==> src/rtl/phy_mem_arbiter_pkg.sv <==
`default_nettype none
// ============================================================================
// Module      : phy_mem_arbiter_pkg
// Description : Shared encodings and constants for the physical memory arbiter.
// Revision    : 1.0 - initial release
// ============================================================================
package phy_mem_arbiter_pkg;

    localparam logic [1:0] ARB_IDLE     = 2'd0;
    localparam logic [1:0] ARB_RD_WAIT  = 2'd1;
    localparam logic [1:0] ARB_WR_PULSE = 2'd2;
    localparam logic [1:0] ARB_WR_WAIT  = 2'd3;

    typedef enum logic [1:0] {
        ST_IDLE     = ARB_IDLE,
        ST_RD_WAIT  = ARB_RD_WAIT,
        ST_WR_PULSE = ARB_WR_PULSE,
        ST_WR_WAIT  = ARB_WR_WAIT
    } arb_state_t;

    localparam int PORT_DATA   = 0;
    localparam int PORT_IFETCH = 1;
    localparam int PORT_DMA    = 2;

    // Idle address must decode to RAM so parked cycles have no device side effects.
    localparam logic [31:0] DEFAULT_PARK_ADDR = 32'h0000_0000;

    function automatic logic [31:0] word_align(input logic [31:0] addr);
        return {addr[31:2], 2'b00};
    endfunction

endpackage
`default_nettype wire

==> src/rtl/phy_mem_arbiter_rr_picker.sv <==
`default_nettype none
// ============================================================================
// Module      : rr_picker
// Description : Combinational round-robin search starting after rr_ptr.
// Revision    : 1.0 - initial release
// ============================================================================
module rr_picker
    import phy_mem_arbiter_pkg::*;
#(
    parameter int NPORTS = 3
) (
    input  logic [NPORTS-1:0] eligible,
    input  logic [2:0]        rr_ptr,
    output logic [2:0]        winner,
    output logic              valid
);

    localparam int c_iw = (NPORTS > 1) ? $clog2(NPORTS) : 1;

    int              w_sum;
    logic [c_iw-1:0] w_idx;

    // Walk from the farthest offset down so the nearest eligible port wins last.
    always_comb begin
        winner = '0;
        valid  = 1'b0;
        w_sum  = 0;
        w_idx  = '0;
        for (int off = NPORTS; off >= 1; off--) begin
            w_sum = int'(rr_ptr) + off;
            if (w_sum >= NPORTS) begin
                w_sum = w_sum - NPORTS;
            end
            w_idx = c_iw'(w_sum);
            if (eligible[w_idx]) begin
                winner = 3'(w_idx);
                valid  = 1'b1;
            end
        end
    end

endmodule
`default_nettype wire

==> src/rtl/phy_mem_arbiter.sv <==
`default_nettype none
// ============================================================================
// Module      : phy_mem_arbiter
// Description : Round-robin arbiter sharing one physical memory controller.
// Revision    : 1.0 - initial release
// ============================================================================
module phy_mem_arbiter
    import phy_mem_arbiter_pkg::*;
#(
    parameter int          NPORTS           = 3,
    parameter int          READ_WAIT_CYCLES = 1,
    parameter logic [31:0] PARK_ADDR        = DEFAULT_PARK_ADDR
) (
    input  logic                 clk,
    input  logic                 rst,
    input  logic [NPORTS-1:0]    port_req,
    input  logic [NPORTS-1:0]    port_we,
    input  logic [NPORTS*32-1:0] port_addr,
    input  logic [NPORTS*32-1:0] port_wdata,
    output logic [NPORTS-1:0]    port_ack,
    output logic [31:0]          port_rdata,
    output logic [2:0]           grant_id,
    output logic                 arb_busy,
    output logic                 err_unaligned,
    output logic                 phy_is_write,
    output logic [31:0]          phy_addr,
    output logic [31:0]          phy_data_in,
    input  logic [31:0]          phy_data_out,
    input  logic                 phy_busy
);

    localparam int              c_cw       = (READ_WAIT_CYCLES > 1) ? $clog2(READ_WAIT_CYCLES) : 1;
    localparam logic [c_cw-1:0] c_cnt_last = c_cw'(READ_WAIT_CYCLES - 1);
    localparam logic [31:0]     c_park     = word_align(PARK_ADDR);

    arb_state_t        r_state,      w_state_n;
    logic [2:0]        r_rr_ptr,     w_rr_ptr_n;
    logic [c_cw-1:0]   r_cnt,        w_cnt_n;
    logic [NPORTS-1:0] r_ack,        w_ack_n;
    logic [31:0]       r_rdata,      w_rdata_n;
    logic [2:0]        r_grant,      w_grant_n;
    logic              r_arb_busy,   w_arb_busy_n;
    logic              r_err,        w_err_n;
    logic              r_phy_we,     w_phy_we_n;
    logic [31:0]       r_phy_addr,   w_phy_addr_n;
    logic [31:0]       r_phy_wdata,  w_phy_wdata_n;

    logic [NPORTS-1:0] w_eligible;
    logic [NPORTS-1:0] w_grant_oh;
    logic [2:0]        w_winner;
    logic              w_valid;
    logic              w_sel_we;
    logic [31:0]       w_sel_addr;
    logic [31:0]       w_sel_wdata;

    // A port acked this cycle still shows its old request; never re-grant it.
    assign w_eligible = port_req & ~r_ack;

    rr_picker #(
        .NPORTS (NPORTS)
    ) u_rr_picker (
        .eligible (w_eligible),
        .rr_ptr   (r_rr_ptr),
        .winner   (w_winner),
        .valid    (w_valid)
    );

    always_comb begin
        w_sel_we    = 1'b0;
        w_sel_addr  = '0;
        w_sel_wdata = '0;
        w_grant_oh  = '0;
        for (int i = 0; i < NPORTS; i++) begin
            if (w_winner == 3'(i)) begin
                w_sel_we    = port_we[i];
                w_sel_addr  = port_addr[32*i +: 32];
                w_sel_wdata = port_wdata[32*i +: 32];
            end
            w_grant_oh[i] = (r_grant == 3'(i));
        end
    end

    always_comb begin
        w_state_n     = r_state;
        w_rr_ptr_n    = r_rr_ptr;
        w_cnt_n       = r_cnt;
        w_ack_n       = '0;
        w_rdata_n     = r_rdata;
        w_grant_n     = r_grant;
        w_err_n       = r_err;
        w_phy_we_n    = 1'b0;
        w_phy_addr_n  = r_phy_addr;
        w_phy_wdata_n = r_phy_wdata;

        case (r_state)
            ST_IDLE: begin
                if (w_valid) begin
                    w_grant_n     = w_winner;
                    w_rr_ptr_n    = w_winner;
                    w_phy_addr_n  = word_align(w_sel_addr);
                    w_phy_wdata_n = w_sel_wdata;
                    if (w_sel_addr[1:0] != 2'b00) begin
                        w_err_n = 1'b1;
                    end
                    if (w_sel_we) begin
                        w_state_n  = ST_WR_PULSE;
                        w_phy_we_n = 1'b1;
                    end else begin
                        w_state_n = ST_RD_WAIT;
                        w_cnt_n   = '0;
                    end
                end else begin
                    w_phy_addr_n = c_park;
                end
            end
            ST_RD_WAIT: begin
                if (r_cnt == c_cnt_last) begin
                    if (!phy_busy) begin
                        w_rdata_n    = phy_data_out;
                        w_ack_n      = w_grant_oh;
                        w_phy_addr_n = c_park;
                        w_state_n    = ST_IDLE;
                    end
                end else begin
                    w_cnt_n = r_cnt + 1'b1;
                end
            end
            ST_WR_PULSE: begin
                w_state_n = ST_WR_WAIT;
            end
            ST_WR_WAIT: begin
                if (!phy_busy) begin
                    w_ack_n      = w_grant_oh;
                    w_phy_addr_n = c_park;
                    w_state_n    = ST_IDLE;
                end
            end
            default: begin
                w_state_n    = ST_IDLE;
                w_phy_addr_n = c_park;
            end
        endcase

        w_arb_busy_n = (w_state_n != ST_IDLE);
    end

    always_ff @(posedge clk) begin
        if (rst) begin
            r_state     <= ST_IDLE;
            r_rr_ptr    <= '0;
            r_cnt       <= '0;
            r_ack       <= '0;
            r_rdata     <= '0;
            r_grant     <= '0;
            r_arb_busy  <= 1'b0;
            r_err       <= 1'b0;
            r_phy_we    <= 1'b0;
            r_phy_addr  <= c_park;
            r_phy_wdata <= '0;
        end else begin
            r_state     <= w_state_n;
            r_rr_ptr    <= w_rr_ptr_n;
            r_cnt       <= w_cnt_n;
            r_ack       <= w_ack_n;
            r_rdata     <= w_rdata_n;
            r_grant     <= w_grant_n;
            r_arb_busy  <= w_arb_busy_n;
            r_err       <= w_err_n;
            r_phy_we    <= w_phy_we_n;
            r_phy_addr  <= w_phy_addr_n;
            r_phy_wdata <= w_phy_wdata_n;
        end
    end

    assign port_ack      = r_ack;
    assign port_rdata    = r_rdata;
    assign grant_id      = r_grant;
    assign arb_busy      = r_arb_busy;
    assign err_unaligned = r_err;
    assign phy_is_write  = r_phy_we;
    assign phy_addr      = r_phy_addr;
    assign phy_data_in   = r_phy_wdata;

endmodule
`default_nettype wire

==> config.mk <==
export PLATFORM = sky130hd
export DESIGN_NAME = phy_mem_arbiter
export DESIGN_NICKNAME = d
export VERILOG_FILES = /design/src/rtl/phy_mem_arbiter_pkg.sv /design/src/rtl/phy_mem_arbiter_rr_picker.sv /design/src/rtl/phy_mem_arbiter.sv
export SDC_FILE = /design/constraint.sdc
export NUM_CORES = 1
export LEC_CHECK = 0
export CAP_MARGIN = 20
export CORE_AREA = 2 2 131 133
export CTS_CLUSTER_DIAMETER = 200
export DETAILED_ROUTE_END_ITERATION = 10
export DIE_AREA = 0 0 133 135
export PLACE_DENSITY = 0.8
export SKIP_LAST_GASP = 1
export SYNTH_ARGS = -nofsm -noshare
export SYNTH_HDL_FRONTEND = slang
export SYNTH_SLANG_ARGS = --single-unit
==> constraint.sdc <==
create_clock -name clk -period 4.7 [get_ports clk]
set_input_delay 1.41 -clock clk [delete_from_list [all_inputs] [get_ports clk]]
set_output_delay 1.41 -clock clk [all_outputs]
set_load 0.1 [all_outputs]
* Word level (Yosys, flattened, before mapping)
Cells that the tools add are included.
Storage, ports and cells: bits of input ports 233, output and inout port bits 105, register bits after elaboration 108, word-level logic and storage cells 93
Cells by class: equal/unequal tests 10, reductions and logical operators 13, bitwise operators 6, order comparisons 6, add/sub/neg operators 7, muxes and demuxes 41
Operators by type and width (count):
- $mux 32 | 9
- $pmux 32 s3 | 1
- $mux 2 | 10
- $mux 1 | 13
- $ge 4x2->1 const B | 3
- $lt 2x3->1 const B | 3
- $reduce_and 3->1 | 3
- $add 3x2->4 const B | 2
- $pmux 2 s4 | 1
- $bmux 1 s2 | 3
- $eq 3x1->1 const B | 2
- $eq 3x2->1 const B | 2
- $logic_not 3->1 | 2
- $mux 3 | 2
- $pmux 3 s2 | 1
- $reduce_bool 2->1 | 3
- $sub 2x1->2 const B | 3
- $add 3x1->4 const B | 1
- $eq 2x2->1 const B | 2
- $ne 2x2->1 const B | 2
- $not 1->1 | 4
- $reduce_and 2->1 | 2
- $and 3x3->3 | 1
- $not 3->3 | 1
- other kinds (7) | 7

* Logic depth before layout (Yosys ltp)
depth after elaboration 16, gate-level depth with buffers 12, mapped depth without buffers 8

* Hierarchy
Synthesis repeated with hierarchy kept, for this count alone.
Second synthesis, totals: cell total of the unflattened synthesis 594, area, all modules 5305.1 um^2
Modules (own cells, without submodules):
- phy_mem_arbiter | cells an instance 547, instances 1, seq. area each 2102.0 um^2, area an instance 4983.5 um^2
- rr_picker | cells an instance 47, instances 1, seq. area each 0.0 um^2, area an instance 321.6 um^2

* Worst setup path after synthesis
Ideal clock, no wire load.
path kind register to register, from reg, netlist name grant_id[0], to reg r_phy_wdata[19] (netlist: phy_data_in[19]), required time 4582 ps, data arrival time 3034 ps, path buffers 4, period minus slack after synthesis 3152 ps, slack 1548 ps, library setup time 118 ps, stages on the path, launching flop included 12, path through dfxtp_1 inv_1 ha_1 buf_4 and4bb_4 nor4b_2 buf_4 buf_8 buf_6 mux2i_1 a21oi_1 a22o_1
RTL lines:
- end signal: assignment | line phy_mem_arbiter.sv:171 | r_phy_wdata <= w_phy_wdata_n;
- end: declaration | line phy_mem_arbiter.sv:46 | logic [31:0] r_phy_wdata, w_phy_wdata_n;

* Worst setup path after layout
from reg r_grant[0] (netlist: grant_id[0]), to out grant_id[0]
RTL lines:
- start: declaration | line phy_mem_arbiter.sv:41 | logic [2:0] r_grant, w_grant_n;
- start signal: assignment | line phy_mem_arbiter.sv:166 | r_grant <= w_grant_n;
- end: declaration | line phy_mem_arbiter.sv:22 | output logic [2:0] grant_id,
No word-level cell between the ends.

==> flow_summary.json <==
{
  "core_area_mm2": 0.0164,
  "fin_crit_ns": 3.44,
  "max_slew_margin": 0.278,
  "synth_cell_types": 38,
  "dp_hpwl_mm": 13.4,
  "mostFrequentLayoutCells": "clkdlybuf4s50_1, dfxtp_1, a21oi_1, nor2_1, nand2_1",
  "wl_per_cell_um": 16.2,
  "antenna_found_initial": 1,
  "grt_pass1_vias": 5184,
  "ys.flop_type": "dfxtp_1",
  "synthArstFlopShare": 0,
  "vias": 5230,
  "drv_slew": 0,
  "cts_resized": 0,
  "synth_edf_count": 0,
  "die-area_mm2": 0.0180,
  "startpoint_type": "flop",
  "drt.antenna.violating_nets": 0,
  "synthCells": 563,
  "post-cts-setup-buffers": 0,
  "yosysWarningCount": 0,
  "finalCritPeriodShare": 0.731,
  "io_pins": 338,
  "clock_sinks": 104,
  "die_h_um": 135,
  "p_per_area_mw_per_mm2": 806,
  "critical_path.max_fanout": 7,
  "status": "finished, final reports clean",
  "syn_avg_cell_area_um2": 8.85,
  "cp_slowest_stage_delay_ns": 1.20,
  "rsz0062_at_grt": "no",
  "end_kind": "output pin",
  "grtUsageTotal": 0.190,
  "finalNonFillerCells": 1096,
  "grt_overflow": 0,
  "wirelength_mm": 17.8,
  "clk_pin_slew_ns": 0.07,
  "first_pass_iters": 6,
  "numCtsBuffers": 9,
  "setup_violations": 0,
  "remaining_drc_errors": 0,
  "nets": 1106,
  "critPathSlowestCell": "clkdlybuf4s50_1",
  "start_util": 0.304,
  "die_w_um": 133,
  "grt_pass1_wl_mm": 27.0,
  "io_buffer_count": 334,
  "ys_ff_latch": 104,
  "max-clock-path-buffers": 2,
  "hold_buffers": 0,
  "root_buffer": "clkbuf_16",
  "drt-initial-drc-count": 236,
  "finalClockSkew_ns": 0.0122,
  "syn_area_mm2": 0.00498,
  "p_leak_nw": 3.36,
  "crit_chain": "clkdlybuf4s50_1",
  "path_buf_inv": 1,
  "hold_viol_final": 0,
  "areaGrowthSynthToFinish_pct": 75.3,
  "fp-row-count": 47,
  "worst_slew_pin_slew_ns": 1.08,
  "insertion_delay_ns": 0.35,
  "required_ns": 3.29,
  "layout_commonest_cell": "clkdlybuf4s50_1",
  "h-tree-depth": 3,
  "synth_seq_area_share": 0.418,
  "nFillCells": 1482,
  "ir_drop_uv": 499,
  "routabilityCongestion": 0.809,
  "drive_gt1_frac": 0.0434,
  "hp-class": "reg -> reg",
  "fmax_mhz": 291,
  "via_per_inst": 4.77,
  "dpl.cell_count": 1079,
  "cap_violations": 0,
  "path_delay_family": "buffers and inverters",
  "setup_tns_ns": 0,
  "crit_arrival_ns": 2.03,
  "cts_tree": "yes",
  "path_class": "reg -> out",
  "grt_max_degree": 130
}
-- cell families after synthesis --
group,count (synthesis),share of synthesized area
simple gates,161,0.135
buf+inv,54,0.0671
flops,104,0.418
mux,66,0.133
other cells,1,0.000753
fa+ha+maj,3,0.00754
compound gates,174,0.239
-- worst paths after layout --
path / startpoint / to / slack, ns / cells past startpoint
max reg2reg: grant_id[0] / phy_data_in[31] / 1.81 / 9
min reg2reg: port_rdata[5] / port_rdata[5] / 0.45 / 2
max: grant_id[0] / grant_id[0] / 1.26 / 1
min: port_rdata[5] / port_rdata[5] / 0.45 / 2
-- cell usage after synthesis, drive strengths merged (2+ instances only) --
cell type	instances	area share
mux2i	65	0.13
or2	2	0.0025
a21oi	95	0.095
buf	32	0.050
and2	3	0.0038
a211oi	3	0.0070
nand2	69	0.052
o21ai	3	0.0030
nand2b	3	0.0038
ha	3	0.0075
a21o	3	0.0045
clkbuf	18	0.014
dfxtp	104	0.42
nor2b	3	0.0038
nand3b	2	0.0030
a22o	61	0.11
inv	4	0.0030
nor4b	2	0.0048
nor2	75	0.057
-- stage by stage --
| stage | instance area [um^2] | worst slack, ns | hold slack, ns | power [W] | util |
|---|---|---|---|---|---|
| 6_report | 8730 | 1.26 | 0.452 | 0.00704 | 0.532 |
| 5_1_grt | 8730 | 1.21 | 0.473 | 0.00737 | 0.532 |
| 4_1_cts | 8730 | 1.23 | 0.457 | 0.00710 | 0.532 |
| 2_1_floorplan | 4990 | 1.55 | 0.541 | 0.00518 | - |
| 3_5_place_dp | 8400 | 1.03 | 0.446 | 0.00625 | 0.512 |
| 3_3_place_gp | 8400 | 1.07 | 0.440 | 0.00621 | 0.512 |
-- final cells by class --
class	count	area (um^2)	share of cell area
timing repair buffer	344	3440	0.394
multi-input combinational	407	2590	0.296
sequential	104	2080	0.238
tap	220	275	0.0315
clock buffer	10	239	0.0274
clock inverter	6	90.1	0.0103
inverter	4	15.0	0.00172
antenna	1	2.50	0.000287
-- sequential cells by signal, indices dropped and copies added (netlist names) --
register and count:
port_rdata 32, grant_id 2, phy_is_write 1, err_unaligned 1
r_state 2, phy_data_in 32, port_ack 3, phy_addr 30
arb_busy 1
-- layer usage --
| layer | vias to the layer above | wire length [um] | global-route usage |
|---|---|---|---|
| met5 | - | 0 | 0 |
| met3 | 26 | 1470 | 0.0634 |
| li1 | 2590 | - | - |
| met4 | 0 | 433 | 0.0747 |
| met2 | 210 | 8700 | 0.336 |
| met1 | 2404 | 7190 | 0.211 |
-- power breakdown --
group	internal (W)	leakage, nW	switching (W)
logic	0.00140	2.35	0.00342
clock network	0.000484	0.159	0.000345
registers	0.00121	0.853	0.000187
total	0.00309	3.36	0.00395
No activity file was read; power rests on OpenSTA's default activity.
